`config.mk`:
```
export PLATFORM = sky130hd
export DESIGN_NAME = booth_accumulator
export DESIGN_NICKNAME = d
export VERILOG_FILES = /design/src/rtl/booth_accumulator.sv
export SDC_FILE = /design/constraint.sdc
export NUM_CORES = 1
export LEC_CHECK = 0
export ABC_AREA = 1
export CAP_MARGIN = 40
export CORE_AREA = 2 2 89 91
export CTS_CLUSTER_DIAMETER = 60
export CTS_CLUSTER_SIZE = 20
export DETAILED_ROUTE_END_ITERATION = 12
export DIE_AREA = 0 0 91 93
export SYNTH_ARGS = -nofsm -noshare
export SYNTH_HDL_FRONTEND = slang
export SYNTH_SLANG_ARGS = --single-unit
```
`constraint.sdc`:
```
create_clock -name clk -period 3.6 [get_ports clk]
set_clock_uncertainty 0.15 [all_clocks]
set_input_delay 0.36 -clock clk [delete_from_list [all_inputs] [get_ports clk]]
set_output_delay 0.36 -clock clk [all_outputs]
set_load 0.01 [all_outputs]
```
`src/rtl/booth_accumulator.sv`:
```
// booth_accumulator: frames upstream booth products into saturating sums.
// Two-entry capture FIFO feeds an ACC/HOLD accumulator with a result handshake.
module booth_accumulator #(
  parameter int FRAME_LEN = 8,
  parameter int ACC_W     = 10
) (
  input  logic                    clk,
  input  logic                    reset,
  input  logic [7:0]              product,
  input  logic                    done,
  input  logic                    clear,
  input  logic                    result_ready,
  output logic signed [ACC_W-1:0] acc_result,
  output logic                    result_valid,
  output logic                    sat_flag,
  output logic                    overrun,
  output logic [3:0]              prod_count
);

  typedef enum logic {
    ACC,
    HOLD
  } state_t;

  localparam logic [3:0] FRAME_CNT = 4'(FRAME_LEN);

  localparam logic signed [ACC_W-1:0] POS_MAX =
    {1'b0, {(ACC_W-1){1'b1}}};
  localparam logic signed [ACC_W-1:0] NEG_MIN =
    {1'b1, {(ACC_W-1){1'b0}}};

  state_t     state;
  logic       done_q;
  logic [7:0] fifo_mem [2];
  logic       rd_ptr;
  logic       wr_ptr;
  logic [1:0] fifo_cnt;

  logic       capture;
  logic       full;
  logic       pop;
  logic       push;
  logic       drop;
  logic [7:0] head;

  logic signed [ACC_W:0]   sum_ext;
  logic signed [ACC_W-1:0] sum_sat;
  logic                    sum_clip;
  logic [3:0]              next_cnt;

  // Edge-detect done and decide FIFO push/pop/drop for this cycle
  always_comb begin
    capture = done & ~done_q;
    full    = (fifo_cnt == 2'd2);
    pop     = (state == ACC) && (fifo_cnt != 2'd0);
    push    = capture && (!full || pop);
    drop    = capture && full && !pop;
    head    = fifo_mem[rd_ptr];
  end

  // Widen by one bit so the add cannot wrap, then clamp to the signed range
  always_comb begin
    sum_ext  = {acc_result[ACC_W-1], acc_result}
             + {{(ACC_W-7){head[7]}}, head};
    sum_clip = sum_ext[ACC_W] ^ sum_ext[ACC_W-1];
    sum_sat  = sum_ext[ACC_W-1:0];
    if (sum_clip) begin
      sum_sat = sum_ext[ACC_W] ? NEG_MIN : POS_MAX;
    end
    next_cnt = prod_count + 4'd1;
  end

  // FIFO storage; contents need no reset since occupancy gates reads
  always_ff @(posedge clk) begin
    if (push && !clear) begin
      fifo_mem[wr_ptr] <= product;
    end
  end

  // done history, FIFO pointers/occupancy and the sticky overrun flag
  always_ff @(posedge clk or posedge reset) begin
    if (reset) begin
      done_q   <= 1'b0;
      rd_ptr   <= 1'b0;
      wr_ptr   <= 1'b0;
      fifo_cnt <= 2'd0;
      overrun  <= 1'b0;
    end else if (clear) begin
      done_q   <= 1'b0;
      rd_ptr   <= 1'b0;
      wr_ptr   <= 1'b0;
      fifo_cnt <= 2'd0;
      overrun  <= 1'b0;
    end else begin
      done_q <= done;
      if (push) begin
        wr_ptr <= ~wr_ptr;
      end
      if (pop) begin
        rd_ptr <= ~rd_ptr;
      end
      unique case ({push, pop})
        2'b10:   fifo_cnt <= fifo_cnt + 2'd1;
        2'b01:   fifo_cnt <= fifo_cnt - 2'd1;
        default: fifo_cnt <= fifo_cnt;
      endcase
      if (drop) begin
        overrun <= 1'b1;
      end
    end
  end

  // ACC/HOLD state machine with the accumulator and registered outputs
  always_ff @(posedge clk or posedge reset) begin
    if (reset) begin
      state        <= ACC;
      acc_result   <= '0;
      prod_count   <= 4'd0;
      sat_flag     <= 1'b0;
      result_valid <= 1'b0;
    end else if (clear) begin
      state        <= ACC;
      acc_result   <= '0;
      prod_count   <= 4'd0;
      sat_flag     <= 1'b0;
      result_valid <= 1'b0;
    end else begin
      unique case (state)
        ACC: begin
          if (pop) begin
            acc_result <= sum_sat;
            prod_count <= next_cnt;
            if (sum_clip) begin
              sat_flag <= 1'b1;
            end
            if (next_cnt == FRAME_CNT) begin
              state        <= HOLD;
              result_valid <= 1'b1;
            end
          end
        end
        HOLD: begin
          if (result_ready) begin
            state        <= ACC;
            acc_result   <= '0;
            prod_count   <= 4'd0;
            sat_flag     <= 1'b0;
            result_valid <= 1'b0;
          end
        end
        default: state <= ACC;
      endcase
    end
  end

endmodule

```
After elaboration in Yosys (flattened, before gate mapping). Memories as Yosys holds them, arrays and structs flattened. Cells that the tools add are included.

Bits in registers: 23. Memory bits (writable): 16. Input bits: 13. Output and inout bits: 17. Word-level logic and storage cells: 81. Memories kept: 1.

Memory list: fifo_mem (depth 2, width 8, rd ports 1, clocked after memory_dff 0, wr ports 1, line 34) `logic [7:0] fifo_mem [2];`.

Add/subtract/negate cells: 4. Equality and inequality tests: 8. Muxes and demuxes: 35. Bitwise operators: 6. Reductions and logical operators: 17.

Operator list (number): $mux 10 (5); $mux 1 (20); $pmux 10 s2 (1); $mux 4 (3); $add 10x8->11 (1); $ne 3x3->1 const B (3); $pmux 4 s2 (1); $reduce_bool 2->1 (4); $pmux 1 s2 (3); $reduce_and 3->1 (2); $logic_and 1x1->1 (5); $add 4x1->4 const B (1); $eq 2x2->1 const B (2); $eq 4x4->1 const B (1); $not 1->1 (4); $pmux 2 s2 (1); $logic_not 1->1 (3); $ne 3x2->1 const B (1); $reduce_bool 3->1 (1); $add 2x1->2 const B (1); $eq 2x1->1 const B (1); $mux 2 (1); $reduce_and 2->1 (1); $sub 2x1->2 const B (1); 3 further kinds (3).

Depth between registers and ports, before layout. Gate-level depths: netlist of run 1.

Depth in word-level cells: 7. Depth in mapped cells: 18. Gate-level depth less buffers: 17.

Worst setup path before layout of run 1. OpenSTA, ideal clock, no wires.

Kind: register to register. From: register rd_ptr. To: register acc_result[8]. Setup time: 0.117 ns. Data arrival time: 2.277 ns. Data required time: 3.333 ns. Path slack: 1.057 ns. Stages on the path, launching flop included: 15. Path buffers: 1. Period minus slack after synthesis: 2.543 ns. Cell sequence: dfrtp_1 -> clkbuf_1 -> clkinv_1 -> nand2_1 -> nand2_1 -> ha_1 -> fa_1 -> a21oi_1 -> o21ai_0 -> nand2_1 -> nand3b_1 -> nand2_1 -> nand3_1 -> nand2_1 -> nand2_1.

Cells in the longest elaborated chain, start to end: 7.

RTL lines: start, declared (line 35) `logic rd_ptr;`; start signal, assigned (line 100) `rd_ptr <= ~rd_ptr;`; $mem_v2 2x8 *; $add 10x8->11 * (line 64) `+ {{(ACC_W-7){head[7]}}, head};`; $mux 10 or $xor 1x1->1 (tied branches) (line 68, 65); $mux 10 * (line 67) `if (sum_clip) begin`; $mux 10 * (line 130) `if (pop) begin`; $pmux 10 s2 * (line 128) `unique case (state)`; $mux 10 * (line 121) `end else if (clear) begin`; end signal, assigned (line 131) `acc_result <= sum_sat;`; end, declared (line 13) `output logic signed [ACC_W-1:0] acc_result,`.

Mark *: on every way between the ends. The rest lies on a longest branch, timed or not. The select of a mux whose other input is x is not followed. A chain may end at the register's enable or synchronous reset.

Final worst setup path of run 1. Ends and elaborated chain as after synthesis.

==> results of run 1 <==
[report_power, final]
part	switching (mW)	internal [mW]
combinational	0.714	0.456
sequential	0.0836	0.547
clock	0.145	0.136
[worst max-delay path: stages (launching register included)]
cell      delay [ns]
dfrtp_1         0.48
clkinv_1        0.28
nand2_1         0.12
nand2_1         0.06
ha_1            0.24
fa_1            0.45
a21oi_1         0.25
o21ai_0         0.17
nand2_1         0.14
nand3b_1        0.08
nand2_1         0.07
nand3_1         0.06
nand2_1         0.06
nand2_1         0.04
[cell type report]
type	count	area, µm²
Sequential cell	39	1056
Clock buffer	7	76.32
Fill cell	792	4802
Clock inverter	1	5.005
Multi-Input combinational cell	188	1008
Timing Repair Buffer	31	325.3
Tap cell	102	127.6
Inverter	33	126.4
[metal layers]
metal	wire length, µm	track usage (%)	vias up
met2	2294	20.68	18
li1	-	-	911
met1	2181	14.49	818
met5	0	0	-
met3	136	2.981	2
met4	32	3.030	0
[logic make-up after synthesis]
| logic type | after synthesis |
|---|---|
| AND/OR/NAND/NOR | 140 |
| flip-flops | 39 |
| buffers and inverters | 35 |
| AO/OA/AOI/OAI | 29 |
| adder cells (fa/ha/maj) | 12 |
| XOR/XNOR | 7 |
[metrics by stage]
| step | total power, mW | instances | utilization [%] | worst slack, ns | cell area [µm²] |
|---|---|---|---|---|---|
| finish | 2.081 | 401 | 36.20 | 0.8491 | 2725 |
| global route | 2.285 | 401 | 36.20 | 0.5013 | 2725 |
| CTS | 2.109 | 401 | 36.20 | 0.8418 | 2725 |
| detailed placement | 1.822 | 393 | 35.12 | 0.8513 | 2644 |
| global placement | 1.798 | 392 | 34.76 | 0.8665 | 2616 |
| floorplan | 1.482 | 262 | - | 1.057 | 2200 |
[state kept, by name (all words and copies together), names as in the netlist]
name / count
sat_flag: 1
overrun: 1
fifo_mem: 16
rd_ptr: 1
state: 1
prod_count: 4
acc_result: 10
wr_ptr: 1
fifo_cnt: 2
result_valid: 1
done_q: 1
[cells in the final DEF, fill, tap and decap left out, types with 5 or more instances in the layout]
cell / instances
nand2_1: 94
inv_1: 31
clkdlybuf4s50_1: 29
dfrtp_1: 23
nor2_1: 16
edfxtp_1: 16
ha_1: 11
nand3_1: 10
a21oi_1: 9
o21ai_1: 8
xor2_1: 6
nand2_2: 6
o21ai_0: 5
clkbuf_8: 5
[worst max-delay path by stage]
stage / start / end / slack, ns
floorplan: rd_ptr / acc_result[8] / 1.06
global placement: rd_ptr / acc_result[8] / 0.87
detailed placement: rd_ptr / acc_result[8] / 0.85
CTS: rd_ptr / acc_result[8] / 0.84
global route: rd_ptr / acc_result[8] / 0.50
finish: rd_ptr / acc_result[8] / 0.85
==> impl_results.md, run 1 <==
* Status: finished, final reports clean
* Full die area at 8463 µm²
* Worst setup SP type: flop
* Share of layout cells above drive strength 1 at 9.030%
* Main combinational cell family by area after synthesis: simple AND/OR/NAND/NOR gates
* Synth area leaders: dfrtp_1 (26%), edfxtp_1 (22%), nand2_1 (16%)
* Skew-Pair Late Insertion Delay at 0.28 ns
* Antenna Cells at 0
* Crit end category: flop
* Largest net degree at the start of global routing at 19
* WP data required at 3.63 ns
* Routed len/inst at 11.58 µm
* Tmin final at 2.751 ns
* Global-route usage over all layers at 11.78%
* Net Count, Synth at 287
* CORE AREA at 7527 µm²
* Xor/xnor share of the synthesized area at 2.787%
* Row Count at 32
* Final hold vios at 0
* Mux cell area share after synthesis at 0%
* Htree depth at 2
* Max_slew headroom at 52.77%
* Simple-gate portion of the synthesized area at 27.99%
* FF+latch count, synth at 39
* Die H at 93 µm
* Reg-to-reg startpoint: rd_ptr
* # nets final at 323
* Fmax at 363.5 MHz
* Arr. time, crit path at 2.78 ns
* Ports at 30
* Cell area after synthesis at 2200 µm²
* Post-synth top flop: dfrtp_1
* Via/cell ratio at 4.362
* Power density cells at 763.5 nW/µm²
* Cts hold-fix bufs at 0
* Setup TNS at 0 ns
* Clock slew at reported path FFs at 0.08 ns
* Min-Delay Path Class: primary input to async pin
* Worst R2R End: acc_result[8]
* Initial Util at 29.22%
* CTS root buf: clkbuf_8
* DIE WIDTH at 91 µm
* Critical path class: flop to flop
* Remaining DRCs at 0
* Initial drt markers at 66
* Postcts setup bufs at 0
* Adder-cell share of the synthesized area at 7.167%
* RSZ-0062 raised after global routing: false
* Bufs on Longest Clock Path at 2
* Inserted Clock Buffers at 5
* Post-cts resize count at 0
* Routed vias at 1749
* Post-DP HPWL at 3692 µm
* Avg Cell Area, Syn at 8.395 µm²
* DRT Pass-1 Iters at 4
* Max Fanout on Critical Path at 10
* # setup viols final at 0
* Reg2Reg Setup Slack at 0.85 ns
* Routed wire length at 4644 µm
* Via count of the first global-routing pass at 1768
* Clock Sinks at 39
* Gate Count Post-Synth at 262
* CTS tree: yes
* Final Wtd Congestion at 0.8591
* Synth warnings at 0
* Pleak at 1.316 nW
* Worst slew pin tran at 0.7059 ns
* Top cell type's share of synthesized area at 26.17%
* Commonest cells post-synth: nand2_1 (94), inv_1 (31), dfrtp_1 (23)
* Min Hold Slack at 0.1751 ns
* Number of max-cap violations at 0
* Post-synth EDFFs at 16
* VDD IR-drop max at 0.0002584 V
* Ys async rst share at 58.97%
* Post-DRT Antenna Nets at 0
* Max Slew Vio Count at 0
* Count leader, synth: nand2_1
* Sequential share of the synthesized area at 48.01%
* Compound-Gate Fraction of Synth Area at 7.907%
* Distinct cells, synth at 30
* R2R depth at 13
* Overflow after GRT at 0
* First-pass GRT wire length at 7948 µm
* Area leader, netlist: dfrtp_1
* Initial antenna violation count at 0
* Port Buffers at 29
* Area Overhead vs Synth at 23.89%
* Period utilisation layout at 76.41%
No activity file was read; power rests on OpenSTA's default activity.
==> run 2, diff against run 1 <==
- clock period: 3.6 -> 2.5 ns (I/O delays scaled with it)
==> impl_results.md, run 2 (synthesis gave the netlist of run 1 again) <==
* Status: finished, final reports clean
* Max_slew headroom at 78.53% (+26 points)
* CORE AREA at 7527 µm² (unchanged)
* Post-DRT Antenna Nets at 0 (unchanged)
* Port Buffers at 29 (unchanged)
* Full die area at 8463 µm² (unchanged)
* WP data required at 2.54 ns (-1.09 ns)
* Routed len/inst at 11.88 µm (+2.6%)
* Largest net degree at the start of global routing at 24 (+5)
* RSZ-0062 raised after global routing: false
* Final hold vios at 0 (unchanged)
* Worst slew pin tran at 0.3221 ns (-0.3838 ns)
* Final cell count without fillers at 409 (+2.0%)
* Crit end category: flop
* Worst setup SP type: flop
* Clock slew at reported path FFs at 0.08 ns (about the same)
* Area Overhead vs Synth at 34.87%
* Htree depth at 2 (unchanged)
* Clock Sinks at 39 (unchanged)
* Final setup margin at 0.1791 ns (-0.6700 ns)
* Global-route usage over all layers at 11.62% (-0.16 points)
* DRT Pass-1 Iters at 4 (unchanged)
* Inserted Clock Buffers at 5 (unchanged)
* Final Wtd Congestion at 0.8255 (-3.9%)
* Cts hold-fix bufs at 0 (unchanged)
* Initial drt markers at 61 (-7.6%)
* Remaining DRCs at 0 (unchanged)
* DP Area at 2670 µm² (+0.99%)
* Crit-path cells: buf_4, nand2_1, nand2_1, ha_2, fa_2, nand3_2, nand4_1, nand2_4, inv_4, nand2_4, nand2_4, o21ai_1, nand2_1
* Period utilisation layout at 92.83% (+16 points)
* Crit path max-delay family: simple AND/OR/NAND/NOR gates
* Number of max-cap violations at 0 (unchanged)
* Most common cell after layout, fill and taps aside: nand2_1
* # nets final at 331 (+2.5%)
* CTS tree: yes
* Routed wire length at 4859 µm (+4.6%)
* Via count of the first global-routing pass at 1783 (+0.85%)
* Post-DP HPWL at 3643 µm (-1.3%)
* Placed cell count at 399 (+1.5%)
* Power density cells at 1191 nW/µm² (+56%)
* DIE WIDTH at 91 µm (unchanged)
* Skew-Pair Late Insertion Delay at 0.29 ns (about the same)
* Initial antenna violation count at 0 (unchanged)
* Max Fanout on Critical Path at 7 (-3)
* Max Slew Vio Count at 0 (unchanged)
* Arr. time, crit path at 2.36 ns (-0.42 ns)
* VDD IR-drop max at 0.0004543 V (+76%)
* Via/cell ratio at 4.435 (+1.7%)
* Bufs on Longest Clock Path at 2 (unchanged)
* CTS root buf: clkbuf_8
* Initial Util at 29.22% (unchanged)
* Antenna Cells at 0 (unchanged)
* Tmin final at 2.321 ns (-0.4300 ns)
* Share of layout cells above drive strength 1 at 17.59% (+8.6 points)
* Final instance area at 2967 µm² (+8.9%)
* Die H at 93 µm (unchanged)
* Fmax at 430.9 MHz (+19%)
* Routed vias at 1814 (+3.7%)
* Row Count at 32 (unchanged)
* WP buf/inv at 2 (+1)
* Critical path class: flop to flop
* Most frequent cells in the layout: nand2_1 (91), inv_1 (31), clkdlybuf4s50_1 (29)
* # setup viols final at 0 (unchanged)
* Largest regs: fifo_mem (16), acc_result (10), prod_count (4)
* Ports at 30 (unchanged)
* Overflow after GRT at 0 (unchanged)
* Min-Delay Path Class: primary input to async pin
* Max FFs per register at 16 (unchanged)
* Pleak at 1.373 nW (+4.4%)
* Pre-CTS setup slack at -0.04244 ns (-0.8937 ns)
* Largest reg by FF count: fifo_mem
* Slowest cell delay on critical path at 0.43 ns (-0.05 ns)
* CP max-delay cell: dfrtp_1
* First-pass GRT wire length at 7976 µm (+0.35%)
## run 2: cell types whose count changed in the layout (fill, tap and decap cells not counted), sizes merged
cell | before | now
inv | 32 | 33
buf | 2 | 10
bufinv | 0 | 2
clkinvlp | 0 | 1
clkbuf | 7 | 5
clkinv | 2 | 0
## run 2: final timing paths
kind / depth (start not counted) / start / to / slack, ns
max: 13 / rd_ptr / acc_result[6] / 0.18
min: 3 / reset / acc_result[5] / 0.15
max reg2reg: 13 / rd_ptr / acc_result[6] / 0.18
min reg2reg: 2 / overrun / overrun / 0.36
max in group asynchronous: 3 / reset / rd_ptr / 1.80
min in group clk: 3 / done / done_q / 0.34
## run 2: repair_timing
item | CTS | global route
pin swaps | 1 | 4
setup endpoints to repair | 9 | 10
buffers inserted | 2 | 0
resized for setup | 0 | 24
## run 2: metrics by stage
stage,power (mW),hold slack (ns),TNS (ns),utilization [%]
after floorplan,2.136,0.1019,0,-
after global placement,2.647,0.3390,0,35.47
after detailed placement,2.677,0.3484,-0.2409,35.47
after CTS,3.370,0.1617,0,37.65
after global routing,3.819,0.2049,0,39.41
final,3.533,0.1482,0,39.41
## run 2: power breakdown
group / total [mW] / switching (mW) / internal (mW)
sequential: 0.921 / 0.134 / 0.786
combinational: 1.99 / 1.13 / 0.854
clock: 0.625 / 0.227 / 0.398
total: 3.53 / 1.50 / 2.04
## run 2: worst reg2reg max path: cells and delay by family (launching register included)
kind / cells / cell delay, ns
simple gates: 8 / 0.70
buf+inv: 2 / 0.20
compound gates: 1 / 0.13
fa+ha+maj: 2 / 0.59
flops: 1 / 0.43
## run 2: layout make-up
class / instances / area (µm²)
tap: 102 / 127.6
sequential: 39 / 1056
timing repair buffer: 39 / 377.9
clock inverter: 3 / 67.56
inverter: 33 / 128.9
fill: 789 / 4561
clock buffer: 5 / 68.82
multi-input combinational: 188 / 1140
## run 2: metal layers
layer	wire length (µm)	part of all wire, %	GRT usage (%)
met4	94	1.9	4.545
met1	2195	45	14.26
met2	2413	50	19.88
met5	0	0	0
met3	156	3.2	2.659
